## src/rtl/ppu_vram_arbiter.sv

```systemverilog
// ppu_vram_arbiter: shares the single-port PPU VRAM between renderer fetches and CPU PPUDATA accesses.
// Ports: render_active/ren_* renderer side (grant same cycle, rvalid 1 cycle later); cpu_* register side
// with a one-entry pending buffer (busy while held, done pulse 1 cycle after grant); vram_* to the RAM.
// Latency: grant is combinational; read data and completions return 1 cycle after the grant.
// Backpressure: the renderer holds ren_req/ren_addr until ren_gnt; CPU strobes are dropped while cpu_busy.
// Optional: define PPU_ARB_STATS_EN to add the conflict_cnt[15:0] output.
module ppu_vram_arbiter #(
   parameter int ADDR_W     = 16,
   parameter int DATA_W     = 8,
   parameter int STARVE_MAX = 8
) (
   input  logic              clk,
   input  logic              reset,
   input  logic              render_active,
   input  logic              ren_req,
   input  logic [ADDR_W-1:0] ren_addr,
   output logic              ren_gnt,
   output logic              ren_rvalid,
   output logic [DATA_W-1:0] ren_rdata,
   input  logic              cpu_req,
   input  logic              cpu_we,
   input  logic [ADDR_W-1:0] cpu_addr,
   input  logic [DATA_W-1:0] cpu_wdata,
   output logic              cpu_busy,
   output logic              cpu_done,
   output logic [DATA_W-1:0] cpu_rdata,
   output logic [ADDR_W-1:0] vram_addr,
   output logic              vram_we,
   output logic [DATA_W-1:0] vram_wdata,
   input  logic [DATA_W-1:0] vram_rdata
`ifdef PPU_ARB_STATS_EN
   ,
   output logic [15:0]       conflict_cnt
`endif
);

   // Counter must be able to hold STARVE_MAX itself; keep at least one bit for STARVE_MAX=0.
   localparam int               CNT_W      = (STARVE_MAX < 1) ? 1 : $clog2(STARVE_MAX + 1);
   localparam logic [CNT_W-1:0] STARVE_LIM = CNT_W'(STARVE_MAX);

   typedef enum logic {IDLE = 1'b0, PEND = 1'b1} state_t;

   state_t            state_q, state_d;
   logic [CNT_W-1:0]  starve_q, starve_d;
   logic              pend_we_q;
   logic [ADDR_W-1:0] pend_addr_q;
   logic [DATA_W-1:0] pend_wdata_q;
   logic [ADDR_W-1:0] addr_q;
   logic              cpu_done_q, cpu_rd_done_q, ren_rvalid_q;
   logic [DATA_W-1:0] cpu_rdata_q, ren_rdata_q;
   logic              cpu_win, ren_win, accept;

   always_ff @(posedge clk or posedge reset) begin
      if (reset) state_q <= IDLE;
      else       state_q <= state_d;
   end

   always_comb begin
      state_d    = state_q;
      starve_d   = starve_q;
      cpu_win    = 1'b0;
      ren_win    = 1'b0;
      accept     = 1'b0;
      ren_gnt    = 1'b0;
      vram_we    = 1'b0;
      vram_wdata = '0;
      vram_addr  = addr_q;

      // Grants are forced off while reset is held so the RAM sees no access.
      if (!reset) begin
         cpu_win = (state_q == PEND) &&
                   (!render_active || !ren_req || (starve_q >= STARVE_LIM));
         ren_win = !cpu_win && ren_req;
      end

      case (state_q)
         IDLE: begin
            starve_d = '0;
            if (cpu_req) begin
               accept  = 1'b1;
               state_d = PEND;
            end
         end
         PEND: begin
            if (cpu_win) begin
               state_d  = IDLE;
               starve_d = '0;
            end else if (starve_q < STARVE_LIM) begin
               starve_d = starve_q + CNT_W'(1);
            end
         end
         default: state_d = IDLE;
      endcase

      if (cpu_win) begin
         vram_addr = pend_addr_q;
         vram_we   = pend_we_q;
         if (pend_we_q) vram_wdata = pend_wdata_q;
      end else if (ren_win) begin
         vram_addr = ren_addr;
         ren_gnt   = 1'b1;
      end
   end

   always_ff @(posedge clk or posedge reset) begin
      if (reset) begin
         starve_q      <= '0;
         pend_we_q     <= 1'b0;
         pend_addr_q   <= '0;
         pend_wdata_q  <= '0;
         addr_q        <= '0;
         cpu_done_q    <= 1'b0;
         cpu_rd_done_q <= 1'b0;
         ren_rvalid_q  <= 1'b0;
         cpu_rdata_q   <= '0;
         ren_rdata_q   <= '0;
      end else begin
         starve_q      <= starve_d;
         addr_q        <= vram_addr;
         if (accept) begin
            pend_we_q    <= cpu_we;
            pend_addr_q  <= cpu_addr;
            pend_wdata_q <= cpu_wdata;
         end
         cpu_done_q    <= cpu_win;
         cpu_rd_done_q <= cpu_win && !pend_we_q;
         ren_rvalid_q  <= ren_win;
         // RAM data arrives in the completion cycle; capture it so it holds afterwards.
         if (cpu_rd_done_q) cpu_rdata_q <= vram_rdata;
         if (ren_rvalid_q)  ren_rdata_q <= vram_rdata;
      end
   end

   assign cpu_busy   = (state_q == PEND);
   assign cpu_done   = cpu_done_q;
   assign ren_rvalid = ren_rvalid_q;
   // Bypass the RAM output during the completion cycle, then present the held copy.
   assign cpu_rdata  = cpu_rd_done_q ? vram_rdata : cpu_rdata_q;
   assign ren_rdata  = ren_rvalid_q  ? vram_rdata : ren_rdata_q;

`ifdef PPU_ARB_STATS_EN
   logic        ra_q;
   logic [15:0] conflict_q;

   always_ff @(posedge clk or posedge reset) begin
      if (reset) begin
         ra_q       <= 1'b0;
         conflict_q <= '0;
      end else begin
         ra_q <= render_active;
         if (render_active && !ra_q)
            conflict_q <= '0;
         else if (ren_req && (state_q == PEND) && (conflict_q != 16'hFFFF))
            conflict_q <= conflict_q + 16'd1;
      end
   end

   assign conflict_cnt = conflict_q;
`endif

endmodule

```

## config.mk

```make
export PLATFORM = sky130hd
export DESIGN_NAME = ppu_vram_arbiter
export DESIGN_NICKNAME = d
export VERILOG_FILES = /design/src/rtl/ppu_vram_arbiter.sv
export SDC_FILE = /design/constraint.sdc
export NUM_CORES = 1
export LEC_CHECK = 0
export ABC_AREA = 1
export BUFFER_PORTS_ARGS = -buffer_cell sky130_fd_sc_hd__buf_2
export CAP_MARGIN = 10
export CELL_PAD_IN_SITES_DETAIL_PLACEMENT = 1
export CELL_PAD_IN_SITES_GLOBAL_PLACEMENT = 1
export CORE_UTILIZATION = 25
export DETAILED_ROUTE_END_ITERATION = 8
export PLACE_DENSITY_LB_ADDON = 0.1
export SYNTH_ARGS = -nofsm -noshare
export SYNTH_HDL_FRONTEND = slang
export SYNTH_SLANG_ARGS = --single-unit
```

## constraint.sdc

```tcl
create_clock -name clk -period 2.6 [get_ports clk]
set_input_delay 0.26 -clock clk [delete_from_list [all_inputs] [get_ports clk]]
set_output_delay 0.26 -clock clk [all_outputs]
set_load 0.01 [all_outputs]
```

==> flow_summary_export.csv, run 1 <==
group,metric,value,unit
timing,tns,0,ns
detailed_routing,dr_total_vias,2306,
critical_path,cp.arrival,2.13,ns
floorplanning,initial_core_util,25.6,%
global_route,met2_usage,22.3,%
logic_synthesis,seq_area_frac_synth,55.8,%
global_route,globalRouteOverflowTotal,0,
critical_path,critical_path_required,2.34,ns
logic_synthesis,synth_top_area_share,55.8,%
logic_synthesis,yosys_register_bits,65,
timing,slew_headroom,48.3,%
timing,slew_viol_final,0,
final_layout,fillers,1377,
global_route,antenna_found_initial,0,
timing,fmax,418,MHz
logic_synthesis,synth_common_cells,"nand2_1, dfrtp_1, inv_1",
final_layout,final_area,3890,µm²
power,p_total,4.60,mW
clock_network,cts_buffer_depth,2,
flow_run,drv_cap,0,
global_route,met3_usage,3.97,%
final_layout,area_growth_syn_to_layout,33.5,%
power,p_per_area,1180,nW/µm²
global_route,grt_usage,13.9,%
clock_network,clock-root-buffer,"clkbuf_16",
timing,grt_setup_unrepaired,"no",
clock_network,htreeDepth,3,
logic_synthesis,ys_warn_count,0,
logic_synthesis,ys.flop_type,"dfrtp_1",
detailed_routing,drc,0,
final_layout,diodes,0,
placement,hpwlAfterDp,5.47,mm
critical_path,end_kind,"output pin",
critical_path,startpoint_type,"flip-flop",
floorplanning,dieWidth,110,µm
outcome,status,"complete, no violations",
detailed_routing,drt-total-wl,7.57,mm
floorplanning,rows,39,
placement,place_area,3530,µm²
clock_network,cts_tree,"yes",
critical_path,path_class,"reg2out",
detailed_routing,routed_via_density,4.19,
clock_network,clkTransAtPathRegs,0.06,ns
final_layout,layout-drive-gt1-share,35.6,%
logic_synthesis,netlist_area,2910,µm²
logic_synthesis,syn_nets,357,
logic_synthesis,synth_edf_count,0,
logic_synthesis,avgSynthCellArea,9.68,µm²
timing,fin_crit_sh,92.1,%
global_route,grt_pass1_vias,2452,
clock_network,cts_sinks,65,
logic_synthesis,async_reset_ff_share,100,%
floorplanning,dieArea,12100,µm²
detailed_routing,ant_nets,0,
final_layout,nNetsFinal,458,
clock_network,post-cts-setup-buffers,0,
logic_synthesis,yosysTopAreaCell,"dfrtp_1",
timing,tightest_slew,0.773,ns
detailed_routing,dr.first_iter.drc_count,26,
global_route,grt-busiest-layer,"met2",
floorplanning,die_h,110,µm
detailed_routing,wl_per_cell,13.8,µm
timing,setup_viol,0,
logic_synthesis,yosys-top-cells-area,"dfrtp_1, nand2_1, mux2_2",
floorplanning,core,11400,µm²
floorplanning,io_pins,99,
clock_network,insertion_delay,0.33,ns
logic_synthesis,synth_most_common_cell,"nand2_1",
clock_network,cts_buffers,9,
global_route,grt_start_max_net_pins,42,
global_route,grt_pass1_wl,12.3,mm
timing,clock-skew-final,0.00519,ns
critical_path,path_max_fanout,23,
placement,portBuffers,98,
power,p_leak,2.11,nW
timing,layout_min_cycle_time,2.39,ns
logic_synthesis,postSynthCellCount,301,
power,vdd_drop_max,378,µV
detailed_routing,first_pass_iters,4,
hold_path,holdCritPathClass,"in2async",
placement,place_congestion,0.689,
logic_synthesis,netlist-cell-type-count,17,
timing,setup_slack,0.206,ns
timing,hold_viol,0,
global_route,met1_usage,17.5,%
placement,pre_cts_ws,0.399,ns
final cells by class:
class                   instances  area, µm²  share of cell area, %
clock buffers                   9        225                   5.79
repair buffers                101        515                   13.3
inverters                      46        173                   4.44
flip-flops and latches         65       1630                   41.8
clock inverters                 7        119                   3.06
well taps                     143        179                   4.60
multi-input cells             179       1050                   27.0
critical path, stage by stage (launching register included):
cell and delay (ns):
dfrtp_1 0.38, inv_2 0.08, nand3_2 0.12, nand3_2 0.40, inv_2 0.45, nand2_1 0.09, nand2_1 0.14, buf_2 0.15
final timing paths:
check / from / to / slack (ns) / depth (start not counted)
max in group asynchronous: reset / pend_addr_q[5] / 1.83 / 3
setup / recovery: starve_q[3] / vram_addr[15] / 0.21 / 7
hold / removal: reset / pend_wdata_q[7] / 0.07 / 3
setup reg to reg: starve_q[3] / addr_q[15] / 0.86 / 6
min in group clk: cpu_addr[7] / pend_addr_q[7] / 0.14 / 2
hold reg to reg: pend_addr_q[13] / pend_addr_q[13] / 0.49 / 1
power breakdown:
group / switching, mW / total [mW] / internal [mW]
Clock: 0.448 / 1.38 / 0.935
Combinational: 0.873 / 1.52 / 0.651
Sequential: 0.211 / 1.70 / 1.49
cell families after synthesis:
family | Yosys count | share of synthesized area [%]
buffers and inverters | 57 | 8.08
AND/OR/NAND/NOR | 131 | 19.8
adder cells (fa/ha/maj) | 2 | 0.859
AO/OA/AOI/OAI | 11 | 1.89
multiplexers | 35 | 13.5
flip-flops | 65 | 55.8
state kept, by name (all words and copies together), names as in the netlist:
signal,cells
addr_q,16
cpu_busy,1
cpu_done,1
cpu_rd_done_q,1
cpu_rdata_q,8
pend_addr_q,16
pend_wdata_q,8
pend_we_q,1
ren_rdata_q,8
ren_rvalid,1
starve_q,4
through the flow:
stage | instances | util [%] | hold WS [ns]
after CTS | 550 | 34.2 | 0.0629
after detailed placement | 533 | 31.1 | 0.204
final | 550 | 34.2 | 0.0651
after global routing | 550 | 34.2 | 0.0940
after floorplan | 301 | - | 0.392
after global placement | 533 | 31.1 | 0.208
placed cells by master, fill, tap and decap left out:
master,count
mux2_2,18
nor3_1,1
clkinv_4,1
nand3b_1,16
dlygate4sd3_1,1
mux2_1,17
nand2_1,89
nor2_1,18
buf_4,2
clkinvlp_4,2
or2_2,1
buf_2,98
inv_2,5
nand2_2,3
nand3_1,1
clkbuf_16,9
nand3_2,2
bufinv_16,3
a21oi_1,11
inv_1,41
clkinv_2,1
ha_1,2
dfrtp_1,65
timing repair:
action | in CTS | in global routing
resized for setup | 0 | 0
endpoints found under the hold margin | 6 | 0
hold buffers | 1 | 0
per-layer routing:
layer | routed length, µm | vias to the layer above
met1 | 3460 | 1103
li1 | - | 1130
met5 | 0 | -
met2 | 3590 | 62
met4 | 96 | 0
met3 | 418 | 11
(Power assumes the default switching activity.)
==> inputs of run 2 (changes only) <==
Settings changed: CORE_UTILIZATION 25 to 37.
==> run 2 against run 1 <==
  * Flip-flop and latch count stayed put
  * Sequential power hardly changed
  * Critical path type unchanged
  * Register-to-register slack better by 0.08 ns
  * Critical endpoint is now vram_addr[4]
  * Largest power group unchanged
==> flow_summary_export.csv, run 2 (synthesized netlist as in run 1, its figures left out) <==
group,metric,value,unit
outcome,status,"complete, no violations",
flow_run,drv_cap,0,
timing,tightest_slew,0.707,ns
critical_path,r2r_slack,0.94,ns
final_layout,mostFrequentLayoutCells,"buf_2, nand2_1, dfrtp_1",
floorplanning,rows,31,
floorplanning,core,7450,µm²
clock_network,post-cts-setup-buffers,0,
critical_path,cp.arrival,1.97,ns
detailed_routing,first_pass_iters,4,
timing,setup_viol,0,
critical_path,reg2reg_from,"cpu_busy",
timing,slew_viol_final,0,
clock_network,cts_tree,"yes",
hold_path,holdCritPathClass,"in2async",
power,internal-power,2.68,mW
placement,hpwlAfterDp,4.95,mm
detailed_routing,wl_per_cell,13.6,µm
detailed_routing,drt-total-wl,6.86,mm
timing,fmax,449,MHz
timing,fin_crit_sh,85.7,%
clock_network,clock-root-buffer,"clkbuf_8",
critical_path,path_common_cell,"nand2_1",
detailed_routing,dr.first_iter.drc_count,87,
critical_path,worst_path_max_delay_cell,"dfrtp_1",
global_route,grt_pass1_vias,2414,
global_route,globalRouteOverflowTotal,0,
critical_path,critical_path_required,2.34,ns
power,p_leak,2.05,nW
timing,clock-skew-final,0.00964,ns
final_layout,nNetsFinal,458,
final_layout,regArea,1630,µm²
power,swShare,35.8,%
clock_network,clkTransAtPathRegs,0.08,ns
critical_path,end_kind,"output pin",
placement,pre_cts_ws,0.263,ns
power,p_per_area,1120,nW/µm²
placement,place_congestion,0.727,
floorplanning,dieArea,8230,µm²
critical_path,startpoint_type,"flip-flop",
power,p_sw,1.50,mW
power,vdd_drop_max,405,µV
power,seqPwrFrac,40.5,%
timing,grt_setup_unrepaired,"no",
final_layout,layout_commonest_cell,"buf_2",
global_route,antenna_found_initial,0,
power,power_frac_comb,36.3,%
clock_network,cts_sinks,65,
critical_path,reg2reg_to,"pend_addr_q[15]",
final_layout,fillers,912,
timing,setup_slack,0.371,ns
power,clkPwrFrac,23.1,%
critical_path,crit_chain,"inv_2 -> nand3_2 -> nand3_4 -> clkinv_2 -> nand2_1 -> nand2_1 -> buf_2",
floorplanning,die_h,90.7,µm
timing,tns,0,ns
timing,hold_viol,0,
clock_network,cts_buffers,9,
critical_path,ff2ff_path_depth,3,
final_layout,layout-drive-gt1-share,35.6,%
critical_path,path_max_fanout,23,
floorplanning,io_pins,99,
floorplanning,dieWidth,90.7,µm
detailed_routing,drc,0,
placement,portBuffers,98,
timing,holdWs,0.0880,ns
final_layout,multiInputGateArea,1060,µm²
detailed_routing,ant_nets,0,
timing,layout_min_cycle_time,2.23,ns
critical_path,path_class,"reg2out",
clock_network,htreeDepth,3,
clock_network,insertion_delay,0.35,ns
detailed_routing,dr_total_vias,2301,
clock_network,cts_buffer_depth,2,
final_layout,diodes,0,
floorplanning,initial_core_util,39.1,%
critical_path,critical-path-max-stage-delay,0.41,ns
detailed_routing,routed_via_density,4.55,
global_route,grt_start_max_net_pins,33,
global_route,grt_usage,18.2,%
global_route,grt_pass1_wl,11.7,mm
timing,slew_headroom,52.7,%
final_layout,largestRegisters,"addr_q: 16 flops, pend_addr_q: 16 flops",
final_layout,area_growth_syn_to_layout,27.8,%
[run 2: critical path, delay by kind of cell, from the launching register on]
kind,cells,cell delay (ns)
and+or+nand+nor,4,0.62
DFF,1,0.41
buffers and inverters,3,0.57
[run 2: layer usage]
layer	up-vias	share of wire (%)	GRT usage, %	wire [µm]
li1	1131	-	-	-
met3	9	5.6	6.06	387
met5	-	0	0	0
met4	0	1.2	4.84	82
met2	60	48	29.6	3320
met1	1101	45	23.0	3070
[run 2: area by class of cell]
| cell class | count | area share [%] |
|---|---|---|
| sequential | 65 | 43.7 |
| multi-input combinational | 179 | 28.4 |
| timing repair buffer | 101 | 13.8 |
| inverter | 46 | 4.67 |
| clock buffer | 9 | 3.33 |
| tap | 99 | 3.33 |
| clock inverter | 7 | 2.72 |
[run 2: worst max-delay path by stage]
stage                     slack (ns)  cells past startpoint        start            end
after floorplan                 0.45                      7        reset  vram_addr[10]
after global placement          0.34                      7        reset   vram_addr[8]
after detailed placement        0.26                      7        reset   vram_addr[4]
after global routing            0.16                      7  starve_q[3]   vram_addr[2]
final                           0.37                      7  starve_q[3]   vram_addr[4]
after CTS                       0.11                      7  starve_q[3]   vram_addr[4]
[run 2: power by group through the flow]
stage | Sequential (mW) | Clock [mW] | Combinational, mW
CTS | 1.70 | 0.996 | 1.56
global route | 1.76 | 1.03 | 1.73
global placement | 1.70 | 0 | 1.49
floorplan | 1.64 | 0 | 1.05
detailed placement | 1.72 | 0 | 1.55
finish | 1.69 | 0.967 | 1.52
[run 2: stage by stage]
stage	power [mW]	instance area [µm²]	utilization, %	instances
finish	4.18	3720	50.0	506
global route	4.53	3720	50.0	506
CTS	4.25	3710	49.9	506
detailed placement	3.27	3480	46.7	489
global placement	3.19	3480	46.7	489
floorplan	2.70	2910	-	301
[run 2: timing repair]
item                                   4_1_cts  5_1_grt
hold buffers                                 1        0
endpoints found under the hold margin       13        0
setup endpoints to repair                    0        9
gates resized for setup                      0        2
